File: config.mk
export PLATFORM = sky130hd
export DESIGN_NAME = display_scheduler
export DESIGN_NICKNAME = d
export VERILOG_FILES = /design/src/rtl/display_scheduler.sv
export SDC_FILE = /design/constraint.sdc
export NUM_CORES = 1
export LEC_CHECK = 0
export CORE_MARGIN = 1.5
export CORE_UTILIZATION = 40
export DETAILED_ROUTE_END_ITERATION = 16
export HOLD_SLACK_MARGIN = 0.02
export PLACE_DENSITY = 0.8
export SYNTH_ARGS = -nofsm -noshare
export SYNTH_HDL_FRONTEND = slang
export SYNTH_SLANG_ARGS = --single-unit
export TNS_END_PERCENT = 20
File: constraint.sdc
create_clock -name clk_i -period 2.5 [get_ports clk_i]
set_input_delay 0.625 -clock clk_i [delete_from_list [all_inputs] [get_ports clk_i]]
set_output_delay 0.625 -clock clk_i [all_outputs]
set_load 0.05 [all_outputs]
File: src/rtl/display_scheduler.sv
// display_scheduler
//   Decides when the seven-segment shift chain is reloaded and with which
//   frame. Two candidate frames (page 0 / page 1) are chosen by automatic
//   rotation every PAGE_SECONDS updates or by a user toggle. Each reload is
//   a one-cycle start pulse plus a data word held stable until the next
//   reload. Requests arriving while one is already pending are collapsed
//   and counted.
//
// Ports
//   clk_i        system clock
//   rst_i        synchronous reset, active-high
//   update_i     pulse: digit values changed, reload needed
//   toggle_i     pulse: switch to the other page now
//   auto_i       level: enable page rotation
//   frame0_i     page 0 frame (time + date)
//   frame1_i     page 1 frame (time + year)
//   busy_i       shift_reg transfer in progress
//   start_o      one-cycle start pulse to shift_reg
//   data_o       registered frame to shift_reg
//   page_o       current page
//   drop_count_o saturating count of collapsed / timed-out requests
module display_scheduler #(
  parameter int unsigned WIDTH        = 84,
  parameter int unsigned PAGE_SECONDS = 5,
  parameter int unsigned ACK_TIMEOUT  = 4
) (
  input  logic             clk_i,
  input  logic             rst_i,
  input  logic             update_i,
  input  logic             toggle_i,
  input  logic             auto_i,
  input  logic [WIDTH-1:0] frame0_i,
  input  logic [WIDTH-1:0] frame1_i,
  input  logic             busy_i,
  output logic             start_o,
  output logic [WIDTH-1:0] data_o,
  output logic             page_o,
  output logic [3:0]       drop_count_o
);

  typedef enum logic [1:0] {
    IDLE,
    ISSUE,
    WAIT_ACK,
    WAIT_DONE
  } state_t;

  localparam logic [7:0] DWELL_LAST = 8'(PAGE_SECONDS - 1);
  localparam logic [3:0] ACK_LAST   = 4'(ACK_TIMEOUT - 1);

  state_t           state_q, state_d;
  logic             pending_q, pending_d;
  logic [7:0]       dwell_q, dwell_d;
  logic             page_q, page_d;
  logic [3:0]       drop_q, drop_d;
  logic [3:0]       ack_cnt_q, ack_cnt_d;
  logic             start_q;
  logic [WIDTH-1:0] data_q;

  logic expire, flip, timeout, load, set_evt, drop_inc;

  // Page rotation / toggle. A toggle coinciding with dwell expiry is a
  // single flip, not two.
  always_comb begin
    expire  = auto_i && update_i && (dwell_q == DWELL_LAST);
    flip    = toggle_i || expire;
    page_d  = page_q ^ flip;
    dwell_d = dwell_q;
    if (flip || !auto_i) begin
      dwell_d = '0;
    end else if (update_i) begin
      dwell_d = dwell_q + 8'd1;
    end
  end

  // Transfer FSM.
  always_comb begin
    state_d   = state_q;
    ack_cnt_d = ack_cnt_q;
    timeout   = 1'b0;
    load      = 1'b0;
    case (state_q)
      IDLE: begin
        if (pending_q) begin
          load    = 1'b1;
          state_d = ISSUE;
        end
      end
      ISSUE: begin
        ack_cnt_d = '0;
        state_d   = WAIT_ACK;
      end
      WAIT_ACK: begin
        if (busy_i) begin
          state_d = WAIT_DONE;
        end else if (ack_cnt_q == ACK_LAST) begin
          timeout = 1'b1;
          state_d = IDLE;
        end else begin
          ack_cnt_d = ack_cnt_q + 4'd1;
        end
      end
      WAIT_DONE: begin
        if (!busy_i) begin
          state_d = IDLE;
        end
      end
      default: state_d = IDLE;
    endcase
  end

  // Pending flag and drop counter. A set event in the same cycle as the
  // issue keeps the flag set so the newer request is not lost. Coincident
  // set events (e.g. update plus the flip it causes) count as one request.
  always_comb begin
    set_evt   = update_i || flip || timeout;
    pending_d = pending_q;
    if (load) begin
      pending_d = 1'b0;
    end
    if (set_evt) begin
      pending_d = 1'b1;
    end
    drop_inc = timeout || (set_evt && pending_q);
    drop_d   = drop_q;
    if (drop_inc && (drop_q != 4'hF)) begin
      drop_d = drop_q + 4'd1;
    end
  end

  always_ff @(posedge clk_i) begin
    if (rst_i) begin
      state_q   <= IDLE;
      pending_q <= 1'b0;
      dwell_q   <= '0;
      page_q    <= 1'b0;
      drop_q    <= '0;
      ack_cnt_q <= '0;
      start_q   <= 1'b0;
      data_q    <= '0;
    end else begin
      state_q   <= state_d;
      pending_q <= pending_d;
      dwell_q   <= dwell_d;
      page_q    <= page_d;
      drop_q    <= drop_d;
      ack_cnt_q <= ack_cnt_d;
      start_q   <= (state_d == ISSUE);
      if (load) begin
        // Frame follows the page as updated in this same cycle.
        data_q <= page_d ? frame1_i : frame0_i;
      end
    end
  end

  assign start_o      = start_q;
  assign data_o       = data_q;
  assign page_o       = page_q;
  assign drop_count_o = drop_q;

endmodule

* Yosys cells after proc, flatten, opt, wreduce, memory -nomap -nowiden
Cells that the tools add are included.
** Operators by class
- Add/subtract/negate cells :: 3
- Reduce and logical (&&, ||, !) cells :: 15
- Mux-type cells :: 16
- Equality and inequality tests :: 9
- Bitwise operators :: 1
** Operators with widths (count)
- 2-to-1 mux 84 bit :: 1
- adder 4 x 1 -> 4 bit (second input constant) :: 2
- adder 8 x 1 -> 8 bit (second input constant) :: 1
- == test 8 x 3 -> 1 bit (second input constant) :: 1
- 2-to-1 mux 2 bit :: 4
- 2-to-1 mux 4 bit :: 2
- case mux 2 bit (4 select lines) :: 1
- case mux 4 bit (2 select lines) :: 1
- 2-to-1 mux 1 bit :: 7
- logical OR 1 bit :: 5
- == test 2 x 1 -> 1 bit (second input constant) :: 2
- == test 2 bit (second input constant) :: 2
- == test 4 x 2 -> 1 bit (second input constant) :: 1
- logical AND 1 bit :: 4
- != test 2 bit (second input constant) :: 2
- != test 4 bit (second input constant) :: 1
- nonzero test 2 bit :: 2
- AND reduction 3 bit :: 1
- zero test 2 bit :: 1
- OR reduction 2 bit :: 1
- zero test 1 bit :: 1
- bitwise XOR 1 bit :: 1
** Word-level totals
- Register bits :: 105
- Output and inout port bits :: 90
- Logic and storage cells :: 52
- Input bits :: 174

* Depth between registers and ports, before layout
- Depth in word-level cells :: 8
- Depth in mapped cells :: 8
- Gate-level depth less buffers :: 6

* Worst setup path after synthesis
OpenSTA, ideal clock, no wires.
- Path kind :: register to register
- Start point :: register page_q, in the netlist page_o
- End point :: register data_q[65], in the netlist data_o[65]
- Cell stages (with the launch flop) :: 7
- Slack :: 579 ps
- Data arrival time :: 1830 ps
- Data required time :: 2409 ps
- Period minus slack after synthesis :: 1921 ps
- Path buffers :: 2
- Path through :: dfxtp_1 nand2b_1 o21ai_2 buf_2 clkbuf_1 o31ai_1 a311oi_1
** On the way
- Longest elaborated chain between the ends :: 2
** Ends and longest elaborated chain
- from (decl) :: line 54 : logic page_q, page_d;
- from (signal assigned) :: line 145 : page_q <= page_d;
- bitwise XOR 1 bit :: line 67 : page_d = page_q ^ flip;
- 2-to-1 mux 84 bit :: line 151 : data_q <= page_d ? frame1_i : frame0_i;
- to (signal assigned) :: line 151
- to (decl) :: line 58 : logic [WIDTH-1:0] data_q;
Every way passes these cells.
A chain may end at the register's enable or synchronous reset.

* Worst setup path after layout
- Start point :: register page_q, in the netlist page_o
- End point :: output port page_o
** RTL lines
- to (decl) :: line 37 : output logic page_o,
No word-level cell between the ends.

==> impl_metrics.tcl <==
set metrics [dict create \
    diodes 0 \
    syn2layout_area_growth_pct 59.1 \
    firstDrtPassIters 5 \
    p_per_area_nw_per_um2 614 \
    hold_class "flop to flop" \
    grt_pass1_vias 5760 \
    worstMarginPinSlew_ps 561 \
    htreeDepth 3 \
    finalHoldViolCount 0 \
    core_area_sq_um 13100 \
    drv_cap 0 \
    cp.arrival_ps 1600 \
    rsz0062_at_grt "false" \
    syn-num-nets 796 \
    setup_viol 0 \
    synth-seq-cells 105 \
    worstPathRequired_ps 1880 \
    fp.dieH_microns 119 \
    dp_hpwl_microns 12700 \
    cts.sinks 105 \
    met2_usage_pct 45.5 \
    numCtsBuffers 9 \
    drc 0 \
    max_stage_delay_ps 850 \
    relSlewSlack_pct 62.5 \
    clk_path_buf_depth 2 \
    netlist_instances 618 \
    grt_pass1_wl_microns 30200 \
    ir_drop_mv 0.315 \
    fin_area_sq_um 8500 \
    syn_area_per_cell_sq_um 8.64 \
    cts_resized 0 \
    finalWeightedCongestion 0.867 \
    die_width_microns 119 \
    critical_path_buf_inv_count 1 \
    vias_per_cell 6.09 \
    cts_tree "yes" \
    slew_violations 0 \
    drt_iter0_markers 616 \
    synth_cell_types 41 \
    cts_root_buffer "clkbuf_16" \
    crit_family "buffers and inverters" \
    placed_area_sq_um 8180 \
    path_cells "clkdlybuf4s50_1" \
    clock-skew-final_ps 5.11 \
    via_count 6166 \
    use_met3_pct 5.07 \
    cts_setup_buffers 0 \
    path_clk_slew_ps 70 \
    routedWlPerCell_microns 19.1 \
    drtAntennaViolNets 0 \
    fin_tns_setup_ps 0 \
    finalCriticalPeriod_ps 2230 \
    globalRouteTotalUtil_pct 26.4 \
    grt-ovfl-total 0 \
    wl_microns 19300 \
    fmax_mhz 448 \
    start_kind "flop" \
    insertion_delay_ps 350 \
    start_util_pct 40.6 \
    fin_crit_sh_pct 89.2 \
    antenna_found_initial 0 \
    port_buffers 263 \
    die-area_sq_um 14000 \
    syn_area_sq_um 5340 \
    grt_use_met1_pct 32.0 \
    holdBufCountCts 0 \
    ys_seq_area_share_pct 39.4 \
    final_util_pct 64.7 \
    endpoint_kind "output pin" \
    grt_max_degree 111 \
    finalPower_mw 5.22 \
    leakagePower_nw 3.02 \
    rows 42 \
    boundaryPins 264 \
    busiest_layer "met2" \
    outcome "completed" \
    fin_nets 1011 \
    fillers 1060 \
    cp_max_fo 4 \
    slowest_stage "clkdlybuf4s50_1" \
    worst-setup-path-type "flop to output pin" \
    hold_ws_ps 496 \
    drive_above_1_share_pct 6.57 \
    yosys_warnings 0 \
]
==> cells in the mapped netlist (all sizes together) <==
cell | number | area share (%)
a41oi | 1 | 0.16
nor3b | 3 | 0.52
inv | 3 | 0.21
o21ai | 4 | 0.45
o21a | 3 | 0.42
and3 | 2 | 0.23
nor3 | 5 | 0.56
clkbuf | 45 | 3.2
dfxtp | 105 | 39
a31oi | 2 | 0.35
nand3b | 1 | 0.14
ha | 4 | 0.94
xnor2 | 1 | 0.16
nand2b | 4 | 0.47
a211oi | 2 | 0.28
or3b | 3 | 0.49
nor2 | 95 | 6.7
nand3 | 6 | 0.56
buf | 41 | 4.6
or3 | 2 | 0.23
o211ai | 1 | 0.14
nand2 | 2 | 0.14
nor2b | 2 | 0.23
o31ai | 85 | 12
a21oi | 10 | 0.94
mux2i | 1 | 0.19
xor2 | 8 | 1.3
nor4 | 1 | 0.23
a311oi | 84 | 14
a31o | 1 | 0.16
nand4 | 88 | 10
and4 | 2 | 0.33
and4bb | 1 | 0.23
==> per-stage QoR <==
step | worst slack, ps | instances
CTS | 256 | 1013
floorplan | 579 | 618
detailed placement | -42.4 | 998
global placement | 45.6 | 998
finish | 270 | 1013
global route | 210 | 1013
==> power by group <==
group	internal, mW	switching, mW	total [mW]	leakage [nW]
combinational	0.742	1.05	1.80	2.00
sequential	1.83	0.0927	1.93	0.865
clock	0.880	0.616	1.50	0.158
total	3.46	1.76	5.22	3.02
==> state kept, by name, indices dropped and copies added, names as in the netlist <==
register and flops:
data_o 84, dwell_q 8, ack_cnt_q 4, drop_count_o 4, state_q 2, page_o 1, pending_q 1, start_o 1
==> cells by family (layout without fill, tap and decap cells) <==
group,Yosys count,in the layout,share of synthesized area (%)
and+or+nand+nor,217,217,21.4
AOI/OAI and AO/OA,193,193,28.6
muxes,1,1,0.187
adders and majority gates,4,4,0.937
buffers and inverters,89,308,8.01
xor gates and xnor gates,9,9,1.48
DFF,105,105,39.4
==> final timing paths <==
check                          startpoint                 endpoint  slack [ps]  depth (start not counted)
setup / recovery        page_o$_SDFF_PP0_                   page_o         270                          1
hold / removal     data_o[7]$_SDFFE_PP0P_   data_o[7]$_SDFFE_PP0P_         500                          2
setup reg to reg  dwell_q[0]$_SDFFE_PP0P_  data_o[35]$_SDFFE_PP0P_         330                          7
hold reg to reg    data_o[7]$_SDFFE_PP0P_   data_o[7]$_SDFFE_PP0P_         500                          2
==> area by class of cell <==
| type | count | area [sq um] | area share, % |
|---|---|---|---|
| clock inverters | 2 | 35.0 | 0.412 |
| repair buffers | 290 | 3010 | 35.4 |
| inverters | 3 | 11.3 | 0.133 |
| well taps | 176 | 220 | 2.59 |
| clock buffers | 13 | 280 | 3.30 |
| flip-flops and latches | 105 | 2100 | 24.7 |
| multi-input cells | 424 | 2840 | 33.4 |
==> metal layers <==
layer	part of all wire, %	routed length (microns)
met1	41	7860
met4	3.4	652
met3	6.9	1340
met2	49	9460
met5	0	0
==> placed cells by master, fill, tap and decap left out, drive strengths merged, types with 2 or more instances in the layout <==
cell type	n
clkdlybuf4s50	262
dfxtp	105
nor2	95
nand4	88
o31ai	85
a311oi	84
buf	28
clkbuf	13
a21oi	10
xor2	8
nand3	6
nor3	5
nand2b	4
ha	4
o21ai	4
inv	3
nor3b	3
o21a	3
or3b	3
nand2	2
a211oi	2
and3	2
or3	2
nor2b	2
a31oi	2
and4	2
==> tightest hold or removal path, cell delays in order (launching register included) <==
cell and delay (ps):
dfxtp_1 310, nor2_1 90, a311oi_1 50
Power figures use the tool's default switching activity.
